<file path="src/rtl/addsub_multiword_seq_addsub_bin.sv">
// Single-word binary adder/subtractor with an explicit ripple carry chain.
// The carry chain is exposed so signed overflow can be derived from the
// carry into and out of the most significant bit.
module addsub_bin #(
  parameter int WIDTH = 20
) (
  input  logic [WIDTH-1:0] a,
  input  logic [WIDTH-1:0] b,
  input  logic             add_sub,
  input  logic             carry_in,
  output logic [WIDTH-1:0] sum,
  output logic             carry_out,
  output logic             overflow,
  output logic [WIDTH:0]   carries
);

  logic [WIDTH-1:0] b_eff;

  // Ripple chain: carries[i] is the carry into bit i, carries[WIDTH] the carry out.
  always_comb begin
    b_eff      = add_sub ? ~b : b;
    carries    = '0;
    sum        = '0;
    carries[0] = add_sub ? ~carry_in : carry_in;
    for (int i = 0; i < WIDTH; i++) begin
      sum[i]       = a[i] ^ b_eff[i] ^ carries[i];
      carries[i+1] = (a[i] & b_eff[i]) | (a[i] & carries[i]) | (b_eff[i] & carries[i]);
    end
  end

  assign carry_out = carries[WIDTH];
  assign overflow  = carries[WIDTH] ^ carries[WIDTH-1];

endmodule

</file>
<file path="src/rtl/addsub_multiword_seq.sv">
// Multi-precision add/subtract sequencer: one word per accepted operand beat,
// least-significant word first, with the carry chained in a register between
// beats and a single registered result stage on the output stream.
module addsub_multiword_seq #(
  parameter int WORD_WIDTH = 20,
  parameter int WORD_COUNT = 4
) (
  input  logic                  clock,
  input  logic                  reset_n,
  input  logic                  cmd_valid,
  output logic                  cmd_ready,
  input  logic                  cmd_add_sub,
  input  logic                  cmd_carry_in,
  input  logic                  in_valid,
  output logic                  in_ready,
  input  logic [WORD_WIDTH-1:0] in_A,
  input  logic [WORD_WIDTH-1:0] in_B,
  output logic                  out_valid,
  input  logic                  out_ready,
  output logic [WORD_WIDTH-1:0] out_sum,
  output logic                  out_last,
  output logic                  out_carry_out,
  output logic                  out_overflow,
  output logic                  busy
);

  localparam logic ZERO = 1'b0;
  localparam logic ONE  = 1'b1;
  localparam int   CNT_W = (WORD_COUNT > 1) ? $clog2(WORD_COUNT) : 1;
  localparam logic [CNT_W-1:0] LAST_IDX = CNT_W'(WORD_COUNT - 1);

  typedef enum logic {
    IDLE = 1'b0,
    RUN  = 1'b1
  } state_t;

  state_t                state;
  state_t                state_next;
  logic [CNT_W-1:0]      count;
  logic                  carry;
  logic                  mode;
  logic                  cmd_fire;
  logic                  in_fire;
  logic                  last_beat;
  logic [WORD_WIDTH-1:0] b_eff;
  logic [WORD_WIDTH-1:0] beat_sum;
  logic                  beat_carry;
  logic                  beat_ovf;
  logic [WORD_WIDTH:0]   carries_unused;

  assign cmd_fire  = cmd_valid && cmd_ready;
  assign in_fire   = in_valid && in_ready;
  assign last_beat = (count == LAST_IDX);

  // Subtraction is A + ~B + ~borrow; the inversion of B happens here so the
  // shared adder always runs in add mode.
  assign b_eff = mode ? ~in_B : in_B;

  addsub_bin #(
    .WIDTH(WORD_WIDTH)
  ) u_addsub_bin (
    .a         (in_A),
    .b         (b_eff),
    .add_sub   (ZERO),
    .carry_in  (carry),
    .sum       (beat_sum),
    .carry_out (beat_carry),
    .overflow  (beat_ovf),
    .carries   (carries_unused)
  );

  // Next-state and handshake outputs; the operand side only opens when the
  // result register is empty or being drained this cycle.
  always_comb begin
    state_next = state;
    cmd_ready  = ZERO;
    in_ready   = ZERO;
    busy       = ZERO;
    case (state)
      IDLE: begin
        cmd_ready = ONE;
        if (cmd_valid) state_next = RUN;
      end
      RUN: begin
        busy     = ONE;
        in_ready = !out_valid || out_ready;
        if (in_valid && (!out_valid || out_ready) && last_beat) state_next = IDLE;
      end
      default: state_next = IDLE;
    endcase
  end

  // State register.
  always_ff @(posedge clock or negedge reset_n) begin
    if (!reset_n) state <= IDLE;
    else          state <= state_next;
  end

  // Operation context: mode, word counter and the inter-beat carry.
  always_ff @(posedge clock or negedge reset_n) begin
    if (!reset_n) begin
      mode  <= ZERO;
      count <= '0;
      carry <= ZERO;
    end else if (cmd_fire) begin
      mode  <= cmd_add_sub;
      count <= '0;
      carry <= cmd_add_sub ? ~cmd_carry_in : cmd_carry_in;
    end else if (in_fire) begin
      carry <= beat_carry;
      count <= last_beat ? '0 : count + CNT_W'(1);
    end
  end

  // Result register: loads on each accepted beat, holds under backpressure,
  // and is replaced without a bubble when drain and refill coincide.
  always_ff @(posedge clock or negedge reset_n) begin
    if (!reset_n) begin
      out_valid     <= ZERO;
      out_sum       <= '0;
      out_last      <= ZERO;
      out_carry_out <= ZERO;
      out_overflow  <= ZERO;
    end else if (in_fire) begin
      out_valid     <= ONE;
      out_sum       <= beat_sum;
      out_last      <= last_beat;
      out_carry_out <= last_beat ? (mode ? ~beat_carry : beat_carry) : ZERO;
      out_overflow  <= last_beat ? beat_ovf : ZERO;
    end else if (out_ready) begin
      out_valid <= ZERO;
    end
  end

endmodule

</file>
<file path="config.mk">
export PLATFORM = sky130hd
export DESIGN_NAME = addsub_multiword_seq
export DESIGN_NICKNAME = d
export VERILOG_FILES = /design/src/rtl/addsub_multiword_seq_addsub_bin.sv /design/src/rtl/addsub_multiword_seq.sv
export SDC_FILE = /design/constraint.sdc
export NUM_CORES = 1
export LEC_CHECK = 0
export ABC_AREA = 1
export ABC_CLOCK_PERIOD_IN_PS = 17000
export CAP_MARGIN = 20
export CELL_PAD_IN_SITES_DETAIL_PLACEMENT = 2
export CELL_PAD_IN_SITES_GLOBAL_PLACEMENT = 2
export CORE_MARGIN = 8
export CORE_UTILIZATION = 28
export CTS_CLUSTER_DIAMETER = 200
export DETAILED_ROUTE_END_ITERATION = 8
export PLACE_DENSITY_LB_ADDON = 0.1
export SYNTH_ARGS = -nofsm -noshare
export SYNTH_HDL_FRONTEND = slang
export SYNTH_SLANG_ARGS = --single-unit
</file>
<file path="constraint.sdc">
create_clock -name clock -period 17 [get_ports clock]
set_input_delay 1.7 -clock clock [delete_from_list [all_inputs] [get_ports clock]]
set_output_delay 1.7 -clock clock [all_outputs]
set_load 0.01 [all_outputs]
</file>
==> out/results.ini, run 1 <==
[synth]
synth_area_um2 = 1900
ys_seq_area_share_pct = 38.2
synth_area_per_cell_um2 = 10.3
synth.top_cell.area_share_pct = 38.2
ys_ff_latch = 29
synthTopCellsByArea = dfrtp_1 (38%), fa_1 (21%), nand2_1 (9.7%)
syn_nets = 252
synth.distinct_cells = 19
synthCells = 184
ys_warn_count = 0
yosysTopAreaCell = dfrtp_1

[timing]
min_period_ns = 10.07
period_share_pct = 59.2
skew_ns = 0.00407
hold_ws_ns = 0.485
finalHoldViolCount = 0
setup_tns_ns = 0
setup_viol = 0
slew_violations = 0
rsz0062_at_grt = false
tightestPinTransition_ns = 0.675
fmax_mhz = 99.3
relSlewSlack_pct = 55.0

[clock_tree]
clockBufferDepth = 2
post_cts_resized = 0
cts_tree = built
htreeDepth = 2
clkSinkCount = 29
cts_root_buffer = clkbuf_8
cts_made_buffers = 5
postCtsSetupBuffers = 0
insertion_delay_ns = 0.27
path_clk_slew_ns = 0.06
cts_hold_buf = 0

[route]
dr.pass1.iters = 4
drtAntennaViolNets = 0
routed_wl_um = 5150
vias = 1452
drtIter0Drc = 18
drc_errors = 0
post_drt_wl_per_cell_um = 15.2
viasPerCell = 4.28

[pwr]
comb_power_share_pct = 59.1
leakage_nw = 1.25
p_int_mw = 0.273
seq_power_share_pct = 28.2
total_power_mw = 0.450
ir_drop_v = 0.0000485
netSwitchingFraction_pct = 39.3
powerDensity_nw_per_um2 = 163
clkPwrFrac_pct = 12.7
p_sw_mw = 0.177

[grt]
antenna_found_initial = 0
grt_pass1_vias = 1853
overflow = 0
grt_first_pass_wirelength_um = 8800
grt_usage_pct = 11.3
grt_max_degree = 47

[placement]
gp_congestion = 0.705
port_buffers = 73
placed_area_um2 = 2680
placed_cells = 332
hpwlAfterDp_um = 4220

[critical_path]
endpoint = out_sum[19]$_DFFE_PN0P_
timing.rr.end = out_sum[19]$_DFFE_PN0P_
crit_path_start = in_B[0]
cp_common_cell = fa_1
cp_top_family = adder cells
r2r-start = mode$_DFFE_PN0P_
crit_buf_inv = 3
r2r_cells = 25
slowest_stage = clkdlybuf4s50_1
slowest_delay_ns = 0.47
rrSetupSlack_ns = 8.00
start_kind = input port
worstPathMaxFanout = 2
crit_arrival_ns = 10.23
worstPathRequired_ns = 17.16
criticalPathCategory = in2reg
critical_path_cell_count = 26
end_kind = flip-flop

[floorplan]
die_area_um2 = 9680
die_x_um = 98.4
ioPinCount = 74
rows = 30
coreArea_um2 = 6680
initial_core_util_pct = 28.4
die_h_um = 98.4

[final_layout]
final_cell_area_um2 = 2770
layout_commonest_cell = clkdlybuf4s50_1
final_cell_mix = clkdlybuf4s50_1 (73), nand2_1 (49), dfrtp_1 (29), inv_1 (27), fa_1 (20)
fin_nets = 327
syn_to_final_growth_pct = 45.6
drive_above_1_share_pct = 10.4
diodes = 0
final_cells = 339

[min_path]
min_path_cells = 2
hp-class = reg2reg

[status]
outcome = finished, final reports clean

[run]
drv_cap = 0

==> state kept, by name (all words and copies together), names as in the netlist <==
signal and count:
count 2, mode 1, out_carry_out 1, out_sum 20
carry 1, out_valid 1, state 1, out_overflow 1
out_last 1
==> logic make-up (layout without fill, tap and decap cells) <==
family | count (synthesis) | after routing | share of synthesized area (%)
AND/OR/NAND/NOR | 57 | 57 | 12.3
adder cells (fa/ha/maj) | 21 | 21 | 21.7
XOR/XNOR | 22 | 22 | 10.1
buffers and inverters | 35 | 110 | 8.95
AO/OA/AOI/OAI | 20 | 20 | 8.69
flip-flops | 29 | 29 | 38.2
==> through the flow <==
stage / worst slack (ns) / util [%]
finish: 6.93 / 41.4
global route: 6.68 / 41.4
CTS: 6.88 / 41.4
detailed placement: 6.59 / 40.1
global placement: 6.79 / 40.1
floorplan: 7.60 / -
==> tightest hold or removal path: stages, from the launching register on <==
cell and delay (ns):
dfrtp_1 0.34, nand2_1 0.06, o21ai_2 0.05
==> cell type report <==
class / instances / area (um^2)
clock buffer: 7 / 86.3
multi-input combinational: 120 / 1000
fill: 759 / 3910
sequential: 29 / 726
tap: 80 / 100
timing repair buffer: 75 / 746
inverter: 28 / 105
==> power by group through the flow <==
stage          Sequential [mW]  Combinational [mW]  Clock (mW)
2_1_floorplan            0.132               0.163           0
3_3_place_gp             0.128               0.265           0
3_5_place_dp             0.129               0.276           0
4_1_cts                  0.128               0.277      0.0604
5_1_grt                  0.133               0.300      0.0622
6_report                 0.127               0.266      0.0572
==> Yosys cell counts, drive strengths merged <==
cell   number
o22ai       1
inv        28
fa         20
xnor2      18
nand2      49
ha          1
o21ai      19
nor2        2
dfrtp      29
buf         7
nand3       5
xor2        4
nor3        1
==> worst min path at each step <==
stage / from / to
2_1_floorplan: count[1]$_DFFE_PN0P_ / count[1]$_DFFE_PN0P_
3_3_place_gp: out_sum[8]$_DFFE_PN0P_ / out_sum[8]$_DFFE_PN0P_
3_5_place_dp: out_sum[1]$_DFFE_PN0P_ / out_sum[1]$_DFFE_PN0P_
4_1_cts: out_sum[4]$_DFFE_PN0P_ / out_sum[4]$_DFFE_PN0P_
5_1_grt: out_sum[18]$_DFFE_PN0P_ / out_sum[18]$_DFFE_PN0P_
6_report: out_sum[18]$_DFFE_PN0P_ / out_sum[18]$_DFFE_PN0P_
==> metal layers <==
| layer | routed length (um) | global-route usage, % | up-vias |
|---|---|---|---|
| met4 | 75 | 4.13 | 0 |
| met2 | 2650 | 19.7 | 47 |
| met5 | 0 | 0 | - |
| li1 | - | - | 698 |
| met3 | 396 | 4.13 | 6 |
| met1 | 2030 | 12.2 | 701 |
Note: power is estimated with default switching activity, not from simulation.
==> run 2: changes to the inputs <==
- ABC_CLOCK_PERIOD_IN_PS: 17000 -> 9900
- CORE_UTILIZATION: 28 -> 26
- clock period: 17 -> 9.9 ns (I/O delays scaled with it)
==> run 2 against run 1 <==
  * Wire length grew 1.2%
  * Register-to-register slack worse by 7.0 ns
  * Clock skew is 0.0050 ns higher
  * Sequential power up 69%
  * Global-route usage decreased by 0.073 points
  * Non-clock buffer count is the same
  * Utilization down 2.6 points
  * Via count rose by 1.7%
  * Sequential cell count did not move
  * Final cell count increased by 5.9%
  * Highest routed layer unchanged
==> out/results.ini, run 2 (synthesis gave the netlist of run 1 again) <==
[status]
outcome = finished, final reports clean

[final_layout]
multi_input_area_um2 = 1000
largest_reg_flops = 20
syn_to_final_growth_pct = 46.7
fillers = 794
final_cell_area_um2 = 2790
regMostFlops = out_sum
layout_commonest_cell = clkdlybuf4s50_1
top_regs = out_sum (20), count (2)
final_cell_mix = clkdlybuf4s50_1 (73), nand2_1 (49), dfrtp_1 (29), inv_1 (27), fa_1 (20)
drive_above_1_share_pct = 10.8
seq_area_um2 = 726
diodes = 0
final_cells = 359
fin_nets = 327

[route]
drtAntennaViolNets = 0
viasPerCell = 4.11
dr.pass1.iters = 4
vias = 1476
post_drt_wl_per_cell_um = 14.5
drtIter0Drc = 27
routed_wl_um = 5210
drc_errors = 0

[clock_tree]
cts_made_buffers = 5
insertion_delay_ns = 0.28
post_cts_resized = 0
clkSinkCount = 29
postCtsSetupBuffers = 0
path_clk_slew_ns = 0.07
clockBufferDepth = 2
cts_tree = built
cts_hold_buf = 0
cts_root_buffer = clkbuf_8
htreeDepth = 2

[timing]
rsz0062_at_grt = false
min_period_ns = 9.29
relSlewSlack_pct = 58.4
setup_tns_ns = 0
fin_ws_ns = 0.608
finalHoldViolCount = 0
tightestPinTransition_ns = 0.624
skew_ns = 0.00908
setup_viol = 0
period_share_pct = 93.9
slew_violations = 0
fmax_mhz = 108

[floorplan]
rows = 31
die_h_um = 101
ioPinCount = 74
coreArea_um2 = 7180
die_x_um = 101
die_area_um2 = 10300
initial_core_util_pct = 26.5

[placement]
hpwlAfterDp_um = 4180
placed_cells = 351
place_ws_ns = 0.297
gp_congestion = 0.648
port_buffers = 73
placed_area_um2 = 2710

[grt]
antenna_found_initial = 0
grt_usage_pct = 11.2
grt_max_degree = 47
grt_pass1_vias = 1732
grt_first_pass_wirelength_um = 8780
overflow = 0

[pwr]
ir_drop_v = 0.0000714
powerDensity_nw_per_um2 = 276
leakage_nw = 1.25
total_power_mw = 0.769

[run]
drv_cap = 0

[min_path]
hp-start = out_sum[1]$_DFFE_PN0P_
hp-class = reg2reg

[critical_path]
crit_arrival_ns = 9.47
crit_path_start = in_B[0]
criticalPathCategory = in2reg
start_kind = input port
r2r-start = mode$_DFFE_PN0P_
end_kind = flip-flop
worstPathMaxFanout = 2
worstPathRequired_ns = 10.07

## run 2: cell count changes in the layout (fill, tap and decap cells not counted)
cell,previous run,this run
clkinv_2,0,2
clkbuf_8,6,5
## run 2: stage by stage
stage | hold slack [ns] | util (%)
finish | 0.476 | 38.8
global route | 0.499 | 38.8
CTS | 0.485 | 38.8
detailed placement | 0.469 | 37.7
global placement | 0.464 | 37.7
floorplan | 0.473 | -
## run 2: worst max-delay path, stage by stage
cell             delay [ns]
clkdlybuf4s50_1        0.47
xor2_1                 0.17
fa_1                   0.21
fa_1                   0.16
inv_1                  0.04
fa_1                   0.37
fa_1                   0.39
fa_1                   0.39
fa_1                   0.39
fa_1                   0.40
fa_1                   0.40
fa_1                   0.41
fa_1                   0.40
fa_1                   0.41
fa_1                   0.42
fa_1                   0.41
fa_1                   0.41
fa_1                   0.40
fa_1                   0.41
fa_1                   0.40
fa_1                   0.39
fa_1                   0.41
inv_1                  0.09
fa_1                   0.40
nand2_1                0.08
nand2_1                0.05
## run 2: power breakdown
part           switching [mW]  internal (mW)  leakage [nW]
Clock                  0.0477         0.0487        0.0450
Combinational           0.218          0.239         0.847
Sequential             0.0410          0.174         0.357
## run 2: routing by layer
| metal | vias to the layer above | GRT usage, % | part of all wire, % |
|---|---|---|---|
| met5 | - | 0 | 0 |
| met4 | 0 | 3.78 | 1.5 |
| met3 | 8 | 5.02 | 9.0 |
| met2 | 51 | 18.5 | 49 |
| met1 | 716 | 12.6 | 40 |
| li1 | 701 | - | - |
## run 2: cell type report
class	count	area share [%]
Sequential cell	29	26.0
Tap cell	99	4.44
Clock buffer	6	2.60
Inverter	28	3.77
Timing Repair Buffer	75	26.8
Multi-Input combinational cell	120	36.0
Clock inverter	2	0.359
## run 2: worst paths after layout
kind / to / slack, ns / cells past startpoint
min in group asynchronous: out_overflow$_DFFE_PN0P_ / 1.11 / 2
worst min register to register: out_sum[1]$_DFFE_PN0P_ / 0.48 / 2
worst max-delay path: out_sum[19]$_DFFE_PN0P_ / 0.61 / 26
worst max register to register: out_sum[19]$_DFFE_PN0P_ / 1.03 / 25
max in group asynchronous: out_sum[1]$_DFFE_PN0P_ / 8.50 / 2
worst min-delay path: out_sum[1]$_DFFE_PN0P_ / 0.48 / 2
